===== config.mk =====
export PLATFORM = sky130hd
export DESIGN_NAME = uart_pkt_led_ctrl
export DESIGN_NICKNAME = d
export VERILOG_FILES = /design/src/rtl/uart_pkt_led_ctrl.sv
export SDC_FILE = /design/constraint.sdc
export NUM_CORES = 1
export LEC_CHECK = 0
export CAP_MARGIN = 20
export CORE_ASPECT_RATIO = 0.5
export CORE_MARGIN = 2
export CORE_UTILIZATION = 32
export CTS_CLUSTER_SIZE = 20
export DETAILED_ROUTE_END_ITERATION = 16
export HOLD_SLACK_MARGIN = 0.12
export PLACE_DENSITY = 0.44
export SYNTH_ARGS = -nofsm -noshare
export SYNTH_HDL_FRONTEND = slang
export SYNTH_SLANG_ARGS = --single-unit

===== constraint.sdc =====
create_clock -name sys_clk -period 9.7 [get_ports sys_clk]
set_clock_uncertainty 0.15 [all_clocks]
set_input_delay 1.455 -clock sys_clk [delete_from_list [all_inputs] [get_ports sys_clk]]
set_output_delay 1.455 -clock sys_clk [all_outputs]
set_load 0.01 [all_outputs]

===== src/rtl/uart_pkt_led_ctrl.sv =====
// Framed UART command parser driving NUM_CH LED channels (OFF/ON/BLINK/PULSE).
// Define UART_PKT_CKSUM_EN to add a trailing XOR checksum byte to every frame.
module uart_pkt_led_ctrl #(
  parameter int         NUM_CH       = 4,
  parameter int         TICK_DIV     = 50000,
  parameter int         TIMEOUT_CLKS = 500000,
  parameter logic [7:0] HDR          = 8'hA5
) (
  input  logic              sys_clk,
  input  logic              sys_rst_n,
  input  logic [7:0]        uart_data,
  input  logic              uart_done,
  output logic [NUM_CH-1:0] led,
  output logic              pkt_ok,
  output logic              pkt_err,
  output logic [7:0]        pkt_cnt
);

  localparam int PW = (TICK_DIV > 1) ? $clog2(TICK_DIV) : 1;
  localparam int GW = (TIMEOUT_CLKS > 1) ? $clog2(TIMEOUT_CLKS) : 1;
  localparam logic [PW-1:0] PRESC_MAX = PW'(TICK_DIV - 1);
  localparam logic [GW-1:0] GAP_MAX   = GW'(TIMEOUT_CLKS - 1);
  localparam logic [7:0]    NUM_CH_B  = 8'(NUM_CH);

  typedef enum logic [2:0] {
    S_IDLE, S_CH, S_MODE, S_VHI, S_VLO
`ifdef UART_PKT_CKSUM_EN
    , S_CK
`endif
  } state_t;

  state_t          state_q, state_d;
  logic [7:0]      chSel_q, chSel_d;
  logic [1:0]      mode_q, mode_d;
  logic [7:0]      valHi_q, valHi_d;
  logic            bad_q, bad_d;
  logic [GW-1:0]   gap_q, gap_d;
  logic [PW-1:0]   presc_q, presc_d;
  logic            pktOk_q, pktOk_d;
  logic            pktErr_q, pktErr_d;
  logic [7:0]      pktCnt_q, pktCnt_d;
`ifdef UART_PKT_CKSUM_EN
  logic [7:0]      valLo_q, valLo_d;
  logic [7:0]      cksum_q, cksum_d;
`endif

  logic [1:0]      chMode_q [NUM_CH];
  logic [1:0]      chMode_d [NUM_CH];
  logic [15:0]     chVal_q  [NUM_CH];
  logic [15:0]     chVal_d  [NUM_CH];
  logic [15:0]     msCnt_q  [NUM_CH];
  logic [15:0]     msCnt_d  [NUM_CH];
  logic [NUM_CH-1:0] led_q, led_d;

  logic            tick;
  logic            commit;
  logic [15:0]     commitVal;

  // A zero period behaves as one tick so BLINK/PULSE always make progress.
  function automatic logic limReached(input logic [15:0] cnt, input logic [15:0] val);
    logic [15:0] lim;
    lim = (val == 16'd0) ? 16'd1 : val;
    return ({1'b0, cnt} + 17'd1) >= {1'b0, lim};
  endfunction

  assign tick    = (presc_q == PRESC_MAX);
  assign presc_d = tick ? '0 : presc_q + PW'(1);

  always_comb begin
    state_d   = state_q;
    chSel_d   = chSel_q;
    mode_d    = mode_q;
    valHi_d   = valHi_q;
    bad_d     = bad_q;
    gap_d     = gap_q;
    pktErr_d  = 1'b0;
    commit    = 1'b0;
`ifdef UART_PKT_CKSUM_EN
    valLo_d   = valLo_q;
    cksum_d   = cksum_q;
    commitVal = {valHi_q, valLo_q};
`else
    commitVal = {valHi_q, uart_data};
`endif

    // A byte arriving on the expiry cycle takes priority over the timeout.
    if (state_q == S_IDLE || uart_done) begin
      gap_d = '0;
    end else if (gap_q == GAP_MAX) begin
      gap_d    = '0;
      state_d  = S_IDLE;
      pktErr_d = 1'b1;
    end else begin
      gap_d = gap_q + GW'(1);
    end

    if (uart_done) begin
      case (state_q)
        S_IDLE: begin
          if (uart_data == HDR) begin
            state_d = S_CH;
            bad_d   = 1'b0;
`ifdef UART_PKT_CKSUM_EN
            cksum_d = 8'h00;
`endif
          end
        end
        S_CH: begin
          chSel_d = uart_data;
          bad_d   = (uart_data >= NUM_CH_B);
          state_d = S_MODE;
`ifdef UART_PKT_CKSUM_EN
          cksum_d = cksum_q ^ uart_data;
`endif
        end
        S_MODE: begin
          mode_d  = uart_data[1:0];
          bad_d   = bad_q | (uart_data > 8'd3);
          state_d = S_VHI;
`ifdef UART_PKT_CKSUM_EN
          cksum_d = cksum_q ^ uart_data;
`endif
        end
        S_VHI: begin
          valHi_d = uart_data;
          state_d = S_VLO;
`ifdef UART_PKT_CKSUM_EN
          cksum_d = cksum_q ^ uart_data;
`endif
        end
`ifdef UART_PKT_CKSUM_EN
        S_VLO: begin
          valLo_d = uart_data;
          cksum_d = cksum_q ^ uart_data;
          state_d = S_CK;
        end
        S_CK: begin
          state_d = S_IDLE;
          if (bad_q || (uart_data != cksum_q)) pktErr_d = 1'b1;
          else                                 commit   = 1'b1;
        end
`else
        S_VLO: begin
          state_d = S_IDLE;
          if (bad_q) pktErr_d = 1'b1;
          else       commit   = 1'b1;
        end
`endif
        default: state_d = S_IDLE;
      endcase
    end
  end

  assign pktOk_d  = commit;
  assign pktCnt_d = pktCnt_q + {7'd0, commit};

  always_comb begin
    led_d = led_q;
    for (int i = 0; i < NUM_CH; i++) begin
      chMode_d[i] = chMode_q[i];
      chVal_d[i]  = chVal_q[i];
      msCnt_d[i]  = msCnt_q[i];
      if (commit && (chSel_q == 8'(i))) begin
        chMode_d[i] = mode_q;
        chVal_d[i]  = commitVal;
        msCnt_d[i]  = '0;
        led_d[i]    = (mode_q != 2'd0);
      end else if (tick && chMode_q[i][1]) begin
        if (limReached(msCnt_q[i], chVal_q[i])) begin
          msCnt_d[i] = '0;
          if (chMode_q[i][0]) begin
            chMode_d[i] = 2'd0;
            led_d[i]    = 1'b0;
          end else begin
            led_d[i] = ~led_q[i];
          end
        end else begin
          msCnt_d[i] = msCnt_q[i] + 16'd1;
        end
      end
    end
  end

  always_ff @(posedge sys_clk) begin
    if (!sys_rst_n) begin
      state_q  <= S_IDLE;
      chSel_q  <= '0;
      mode_q   <= '0;
      valHi_q  <= '0;
      bad_q    <= 1'b0;
      gap_q    <= '0;
      presc_q  <= '0;
      pktOk_q  <= 1'b0;
      pktErr_q <= 1'b0;
      pktCnt_q <= '0;
`ifdef UART_PKT_CKSUM_EN
      valLo_q  <= '0;
      cksum_q  <= '0;
`endif
    end else begin
      state_q  <= state_d;
      chSel_q  <= chSel_d;
      mode_q   <= mode_d;
      valHi_q  <= valHi_d;
      bad_q    <= bad_d;
      gap_q    <= gap_d;
      presc_q  <= presc_d;
      pktOk_q  <= pktOk_d;
      pktErr_q <= pktErr_d;
      pktCnt_q <= pktCnt_d;
`ifdef UART_PKT_CKSUM_EN
      valLo_q  <= valLo_d;
      cksum_q  <= cksum_d;
`endif
    end
  end

  always_ff @(posedge sys_clk) begin
    if (!sys_rst_n) begin
      led_q <= '0;
      for (int i = 0; i < NUM_CH; i++) begin
        chMode_q[i] <= '0;
        chVal_q[i]  <= '0;
        msCnt_q[i]  <= '0;
      end
    end else begin
      led_q <= led_d;
      for (int i = 0; i < NUM_CH; i++) begin
        chMode_q[i] <= chMode_d[i];
        chVal_q[i]  <= chVal_d[i];
        msCnt_q[i]  <= msCnt_d[i];
      end
    end
  end

  assign led     = led_q;
  assign pkt_ok  = pktOk_q;
  assign pkt_err = pktErr_q;
  assign pkt_cnt = pktCnt_q;

endmodule


==> results of run 1 <==
## worst max-delay path by stage
stage                       start             end  slack (ns)  cells after the start
floorplan           msCnt_q[1][4]  msCnt_q[1][10]        6.04                     14
detailed placement      uart_done   msCnt_q[0][7]        4.46                      7
global route            uart_done  msCnt_q[0][12]        4.75                      7
global placement        uart_done   msCnt_q[0][2]        4.56                      7
finish                  uart_done   msCnt_q[0][7]        5.02                      7
CTS                     uart_done   msCnt_q[0][7]        5.02                      7
## metal layers
metal | routed length (microns) | up-vias | GRT usage, %
met5 | 0 | - | 0
li1 | - | 4885 | -
met2 | 12700 | 124 | 25.6
met1 | 15400 | 4515 | 23.2
met3 | 1020 | 29 | 2.35
met4 | 433 | 0 | 2.84
## worst max-delay path: cells and delay by family
kind	cells	cell delay [ns]
buffers and inverters	1	0.51
AND/OR/NAND/NOR	5	2.84
AO/OA/AOI/OAI	1	0.10
## Yosys cell counts (7+ instances only)
| cell type | n |
|---|---|
| a21boi_0 | 86 |
| a21o_1 | 12 |
| a21oi_1 | 59 |
| and2_1 | 19 |
| and3_1 | 29 |
| and4_1 | 7 |
| buf_2 | 9 |
| clkbuf_1 | 44 |
| dfxtp_1 | 207 |
| ha_1 | 72 |
| inv_1 | 72 |
| nand2_1 | 271 |
| nand2b_1 | 7 |
| nand3_1 | 71 |
| nand4_1 | 17 |
| nor2_1 | 94 |
| nor2b_1 | 16 |
| nor3_1 | 16 |
| nor4_1 | 31 |
| o211ai_1 | 8 |
| o21ai_0 | 55 |
| o2bb2a_1 | 8 |
| o31ai_1 | 11 |
| or3_1 | 11 |
| xnor2_1 | 42 |
| xor2_1 | 43 |
## layout make-up
cell class / instances / area share, %
inverter: 72 / 2.14
tap: 475 / 4.70
multi-input combinational: 1073 / 52.3
timing repair buffer: 28 / 2.10
sequential: 207 / 32.7
clock buffer: 31 / 5.34
clock inverter: 6 / 0.672
## cell usage in the layout (no fill, tap or decap), types with 6 or more instances in the layout
| cell type | netlist | layout |
|---|---|---|
| and3_1 | 29 | 29 |
| o31ai_1 | 11 | 11 |
| ha_1 | 72 | 72 |
| o21ai_0 | 55 | 55 |
| nor3_1 | 16 | 15 |
| a22o_1 | 6 | 6 |
| o211ai_1 | 8 | 8 |
| nor2b_1 | 16 | 16 |
| clkbuf_16 | 0 | 23 |
| o2bb2a_1 | 8 | 8 |
| xnor2_1 | 42 | 42 |
| xor2_1 | 43 | 43 |
| nor2_1 | 94 | 94 |
| or3_1 | 11 | 11 |
| inv_1 | 72 | 72 |
| nand3b_1 | 6 | 6 |
| clkbuf_8 | 0 | 7 |
| dfxtp_1 | 207 | 207 |
| nand3_1 | 71 | 71 |
| a21oi_1 | 59 | 59 |
| nand2_1 | 271 | 271 |
| a21o_1 | 12 | 12 |
| clkdlybuf4s50_1 | 0 | 23 |
| nor4_1 | 31 | 31 |
| and2_1 | 19 | 19 |
| and4_1 | 7 | 7 |
| a21boi_0 | 86 | 86 |
| nand4_1 | 17 | 17 |
| a31oi_1 | 6 | 6 |
| nand2b_1 | 7 | 7 |
## power groups by stage
| stage | combinational, mW | sequential [mW] | clock (mW) |
|---|---|---|---|
| 2_1_floorplan | 0.0206 | 0.871 | 0 |
| 3_3_place_gp | 0.0337 | 0.871 | 0 |
| 3_5_place_dp | 0.0340 | 0.871 | 0 |
| 4_1_cts | 0.0340 | 0.851 | 0.937 |
| 5_1_grt | 0.0368 | 0.851 | 0.966 |
| 6_report | 0.0336 | 0.852 | 0.905 |
## sequential cells by signal (all words and copies together) (netlist names), 2 cells and up
| register | cells |
|---|---|
| chMode_q | 8 |
| chSel_q | 8 |
| chVal_q | 64 |
| gap_q | 19 |
| led | 4 |
| mode_q | 2 |
| msCnt_q | 64 |
| pkt_cnt | 8 |
| presc_q | 16 |
| state_q | 3 |
| valHi_q | 8 |
## cells by family (layout without fill, tap and decap cells)
logic type / after synthesis / in the layout / share of synthesized area (%)
multiplexers: 4 / 4 / 0.355
adder cells (fa/ha/maj): 72 / 72 / 7.98
buffers and inverters: 131 / 137 / 4.61
AND/OR/NAND/NOR: 624 / 624 / 26.5
flip-flops: 207 / 207 / 36.7
XOR/XNOR: 85 / 85 / 6.60
AO/OA/AOI/OAI: 288 / 288 / 17.3
## through the flow
stage / cell area [sq um] / std cells / setup slack (ns) / hold slack [ns] / util, %
6_report: 12700 / 1892 / 5.02 / 0.288 / 36.6
5_1_grt: 12700 / 1892 / 4.75 / 0.322 / 36.6
4_1_cts: 12700 / 1892 / 5.02 / 0.294 / 36.6
3_5_place_dp: 11900 / 1855 / 4.46 / 0.284 / 34.4
3_3_place_gp: 11900 / 1855 / 4.56 / 0.273 / 34.4
2_1_floorplan: 11300 / 1411 / 6.04 / 0.263 / -
==> impl_metrics.yaml, run 1 <==
status:
  status: "finished, final reports clean"
synth:
  yosysUniqueCellTypes: 69
  synth_fp_nets: 1494
  ys.warnings.count: 0
  synth_top_area_share_pct: 36.7
  synth-main-ff-cell: "dfxtp_1"
  syn_avg_cell_area_sq_um: 8.00
  netlist_area_sq_um: 11300
  synth_top_cell_by_area: "dfxtp_1"
  ys_ff_latch: 207
  synth_cells: 1411
  synth_edf_count: 0
  synthArstFlopShare_pct: 0
  yosysSeqAreaShare_pct: 36.7
  synthTopCellsByArea: "dfxtp_1, nand2_1, ha_1"
cts:
  cts-buffers-inserted: 22
  cts_buffer_depth: 3
  postCtsSetupBuffers: 0
  clkTransAtPathRegs_ns: 0.06
  clockRootBuffer: "clkbuf_16"
  cts_resized: 0
  clk_latency_ns: 0.52
  cts_hold_buf: 0
  clock_sinks: 207
  ctsHtreeMaxLevel: 1
  tritoncts: "yes"
placed_design:
  dp_hpwl_microns: 20600
  port-buffer-count: 24
  gp_congestion: 0.776
timing:
  setup-violations-final: 0
  fin_crit_sh_pct: 48.2
  clock.fmax_mhz: 214
  hold_violations: 0
  worstMarginPinSlew_ns: 0.949
  final.setup.tns_ns: 0
  drv_slew: 0
  period_minus_slack_ns: 4.68
  slew_headroom_pct: 36.6
  rsz0062_at_grt: "no"
final_layout:
  fillers: 3661
  multiInputGateArea_sq_um: 6620
  seq_area_sq_um: 4140
  antennaDiodeCount: 0
  drive_above_1_share_pct: 4.38
  layout.nets: 1487
  areaGrowthSynthToFinish_pct: 12.2
setup_path:
  worstPathRequired_ns: 9.95
  crit_path_max_incr_delay_ns: 0.87
  worst-r2r-cell-count: 13
  critical_path_class: "in -> reg"
  rr_endpoint: "msCnt_q[1][4]"
  cp_max_fo: 18
  rr_startpoint: "msCnt_q[1][0]"
  arrival_ns: 4.93
  r2r_setup_slack_ns: 5.19
  path_cells: "clkdlybuf4s50_1, nor3b_1, nand4_1, nand2_1, nand4b_1, or2_4, o21ai_0"
  critical_path.slowest_cell: "nand4_1"
  crit_path_end_kind: "flop"
  worstSetupStartpointType: "primary input"
power_and_ir_drop:
  p_leak_nw: 4.49
  power.switching_mw: 0.393
  power_density_nw_per_um2: 141
  p_int_mw: 1.40
  ir_worst_vdd_mv: 0.0925
  power_mw: 1.79
  pwr-share-clk_pct: 50.6
  power_frac_comb_pct: 1.9
  pwr-share-seq_pct: 47.6
  swShare_pct: 21.9
floorplan:
  die_w_microns: 270
  dieArea_sq_um: 36900
  ioPinCount: 25
  core_sq_um: 34600
  die_h_microns: 137
  std_cell_rows: 48
  start_util_pct: 32.6
routing:
  vias_per_cell: 5.05
  ant_nets: 0
  drc: 0
  vias: 9553
  routed_wl_microns: 29500
  drtIter0Drc: 624
  dr.pass1.iters: 5
  wl_per_cell_microns: 15.6
global_routing:
  globalRouteOverflowTotal: 0
  antenna_found_initial: 0
  grt_pass1_vias: 8966
  grt_max_degree: 73
  grt_use_total_pct: 16.0
  grt_pass1_wl_microns: 48000
hold_path:
  worstHoldPathType: "reg -> reg"
  worstHoldEndpoint: "gap_q[0]"
  hold_start: "gap_q[0]"
  hold_path_depth: 1
run:
  maxCapViolCount: 0
No activity file was read; power rests on OpenSTA's default activity.
==> inputs of run 2 (changes only) <==
- PLACE_DENSITY: 0.44 -> 0.45
- clock period: 9.7 -> 3.8 ns (I/O delays scaled with it)
==> impl_metrics.yaml, run 2 (synthesized netlist as in run 1, its figures left out) <==
status:
  status: "finished, final reports clean"
timing:
  hold_violations: 0
  worstMarginPinSlew_ns: 0.972
  fin_crit_sh_pct: 95.7
  slew_headroom_pct: 35.2
  clock.fmax_mhz: 275
  fin_ws_ns: 0.163
  drv_slew: 0
  setup-violations-final: 0
  period_minus_slack_ns: 3.64
final_layout:
  areaGrowthSynthToFinish_pct: 14.8
  final_cell_mix: "nand2_1, dfxtp_1, nor2_1, a21boi_0, inv_1"
  antennaDiodeCount: 0
  drive_above_1_share_pct: 7.49
  layout.cells.most_common: "nand2_1"
  layout.nets: 1524
  stdcell_area_sq_um: 13000
  largestRegisters: "chVal_q x64, msCnt_q x64, gap_q x19"
  finalNonFillerCells: 1930
run:
  maxCapViolCount: 0
cts:
  cts_buffer_depth: 3
  tritoncts: "yes"
  cts-buffers-inserted: 22
  clkTransAtPathRegs_ns: 0.06
  clk_latency_ns: 0.52
  cts_hold_buf: 0
  ctsHtreeMaxLevel: 1
  clock_sinks: 207
  clockRootBuffer: "clkbuf_16"
placed_design:
  dp.cells: 1888
  pre_cts_slack_ns: 0.121
  port-buffer-count: 24
  gp_congestion: 0.811
  placed_cell_area_sq_um: 12200
  dp_hpwl_microns: 21300
hold_path:
  hold_start: "sys_rst_n"
  hold_path_depth: 2
  worstHoldEndpoint: "chVal_q[1][11]"
  worstHoldPathType: "in -> reg"
setup_path:
  cp_max_fo: 7
  crit_family: "simple AND/OR/NAND/NOR gates"
  crit_path_end_kind: "flop"
  r2r_setup_slack_ns: 0.16
  path_cells: "and4_4, nand3_1, or3_4, nor2_1, xor2_1, ha_1, and3_1, a221o_1, a31oi_1, o41ai_1, nor2_1, buf_6, mux2i_1, a21oi_1"
  rr_endpoint: "led[1]"
  arrival_ns: 3.89
  cp_num_buf_inv: 1
  cp_common_cell: "nor2_1"
  crit_start: "msCnt_q[1][6]"
  critical_path.slowest_cell: "or3_4"
  critical_path_class: "reg -> reg"
  worstSetupStartpointType: "flop"
  worstPathRequired_ns: 4.06
  rr_startpoint: "msCnt_q[1][6]"
  crit_path_max_incr_delay_ns: 0.41
  worst-r2r-cell-count: 14
floorplan:
  std_cell_rows: 48
  die_h_microns: 137
  start_util_pct: 32.6
  core_sq_um: 34600
  ioPinCount: 25
  dieArea_sq_um: 36900
  die_w_microns: 270
global_routing:
  grt_max_degree: 93
  grt_use_total_pct: 16.4
  grt_pass1_vias: 9291
  grt_pass1_wl_microns: 49100
  globalRouteOverflowTotal: 0
  antenna_found_initial: 0
power_and_ir_drop:
  ir_worst_vdd_mv: 0.256
  p_leak_nw: 4.64
  pwr-share-seq_pct: 49.5
  power.switching_mw: 0.976
  swShare_pct: 22.2
  power_frac_comb_pct: 2.1
  p_int_mw: 3.42
  power_density_nw_per_um2: 339
  pwr-share-clk_pct: 48.5
routing:
  vias: 9696
  wl_per_cell_microns: 15.6
  dr.pass1.iters: 7
  vias_per_cell: 5.02
  ant_nets: 0
  drc: 0
  drtIter0Drc: 528
  routed_wl_microns: 30100
==> run 2: changes by cell type in the layout (fill, tap and decap cells not counted), sizes merged <==
cell and delta:
clkbuf +3, clkinvlp -1, bufinv -1, clkinv +1, buf +36
==> run 2: layer usage <==
layer	up-vias	wire (microns)	part of all wire [%]	track usage (%)
met4	0	576	1.9	3.95
met1	4572	15500	52	23.0
met5	-	0	0	0
met3	44	1080	3.6	2.46
met2	122	12900	43	26.5
li1	4958	-	-	-
==> run 2: final cells by class <==
cell class / instances / area [sq um]
clock buffers: 33 / 633
well taps: 475 / 594
inverters: 72 / 270
clock inverters: 5 / 52.6
multi-input cells: 1073 / 6680
repair buffers: 65 / 576
fillers: 3610 / 21600
flip-flops and latches: 207 / 4150
==> run 2: what timing repair did <==
item,CTS,global route
resized for setup,0,23
endpoints found under the setup margin,0,51
setup buffers,0,3
hold endpoints to repair,0,0
==> run 2: how the worst max path moves through the flow <==
| stage | slack [ns] | to | cells after the start |
|---|---|---|---|
| final | 0.16 | led[1] | 14 |
| after global routing | -0.005 | msCnt_q[3][9] | 14 |
| after CTS | 0.1 | msCnt_q[2][2] | 15 |
| after detailed placement | 0.12 | msCnt_q[2][2] | 15 |
| after global placement | 0.22 | msCnt_q[3][2] | 12 |
| after floorplan | 0.14 | msCnt_q[1][10] | 14 |
==> run 2: worst reg2reg max path: stages (launching register included) <==
cell	delay (ns)
dfxtp_1	0.40
and4_4	0.26
nand3_1	0.11
or3_4	0.41
nor2_1	0.13
xor2_1	0.22
ha_1	0.28
and3_1	0.21
a221o_1	0.34
a31oi_1	0.19
o41ai_1	0.14
nor2_1	0.22
buf_6	0.18
mux2i_1	0.21
a21oi_1	0.09
==> run 2: power groups by stage <==
stage	logic (mW)	clock network [mW]	registers, mW
final	0.0915	2.13	2.17
after global routing	0.0981	2.30	2.17
after CTS	0.0924	2.21	2.17
after detailed placement	0.0922	0	2.22
after global placement	0.0917	0	2.22
after floorplan	0.0527	0	2.22
==> run 2: per-stage QoR <==
| stage | utilization (%) | power, mW | hold slack [ns] | setup TNS [ns] |
|---|---|---|---|---|
| floorplan | - | 2.28 | 0.263 | 0 |
| global placement | 35.2 | 2.31 | 0.273 | 0 |
| detailed placement | 35.2 | 2.32 | 0.281 | 0 |
| CTS | 37.2 | 4.47 | 0.240 | 0 |
| global route | 37.5 | 4.57 | 0.246 | -0.00510 |
| finish | 37.5 | 4.40 | 0.260 | 0 |
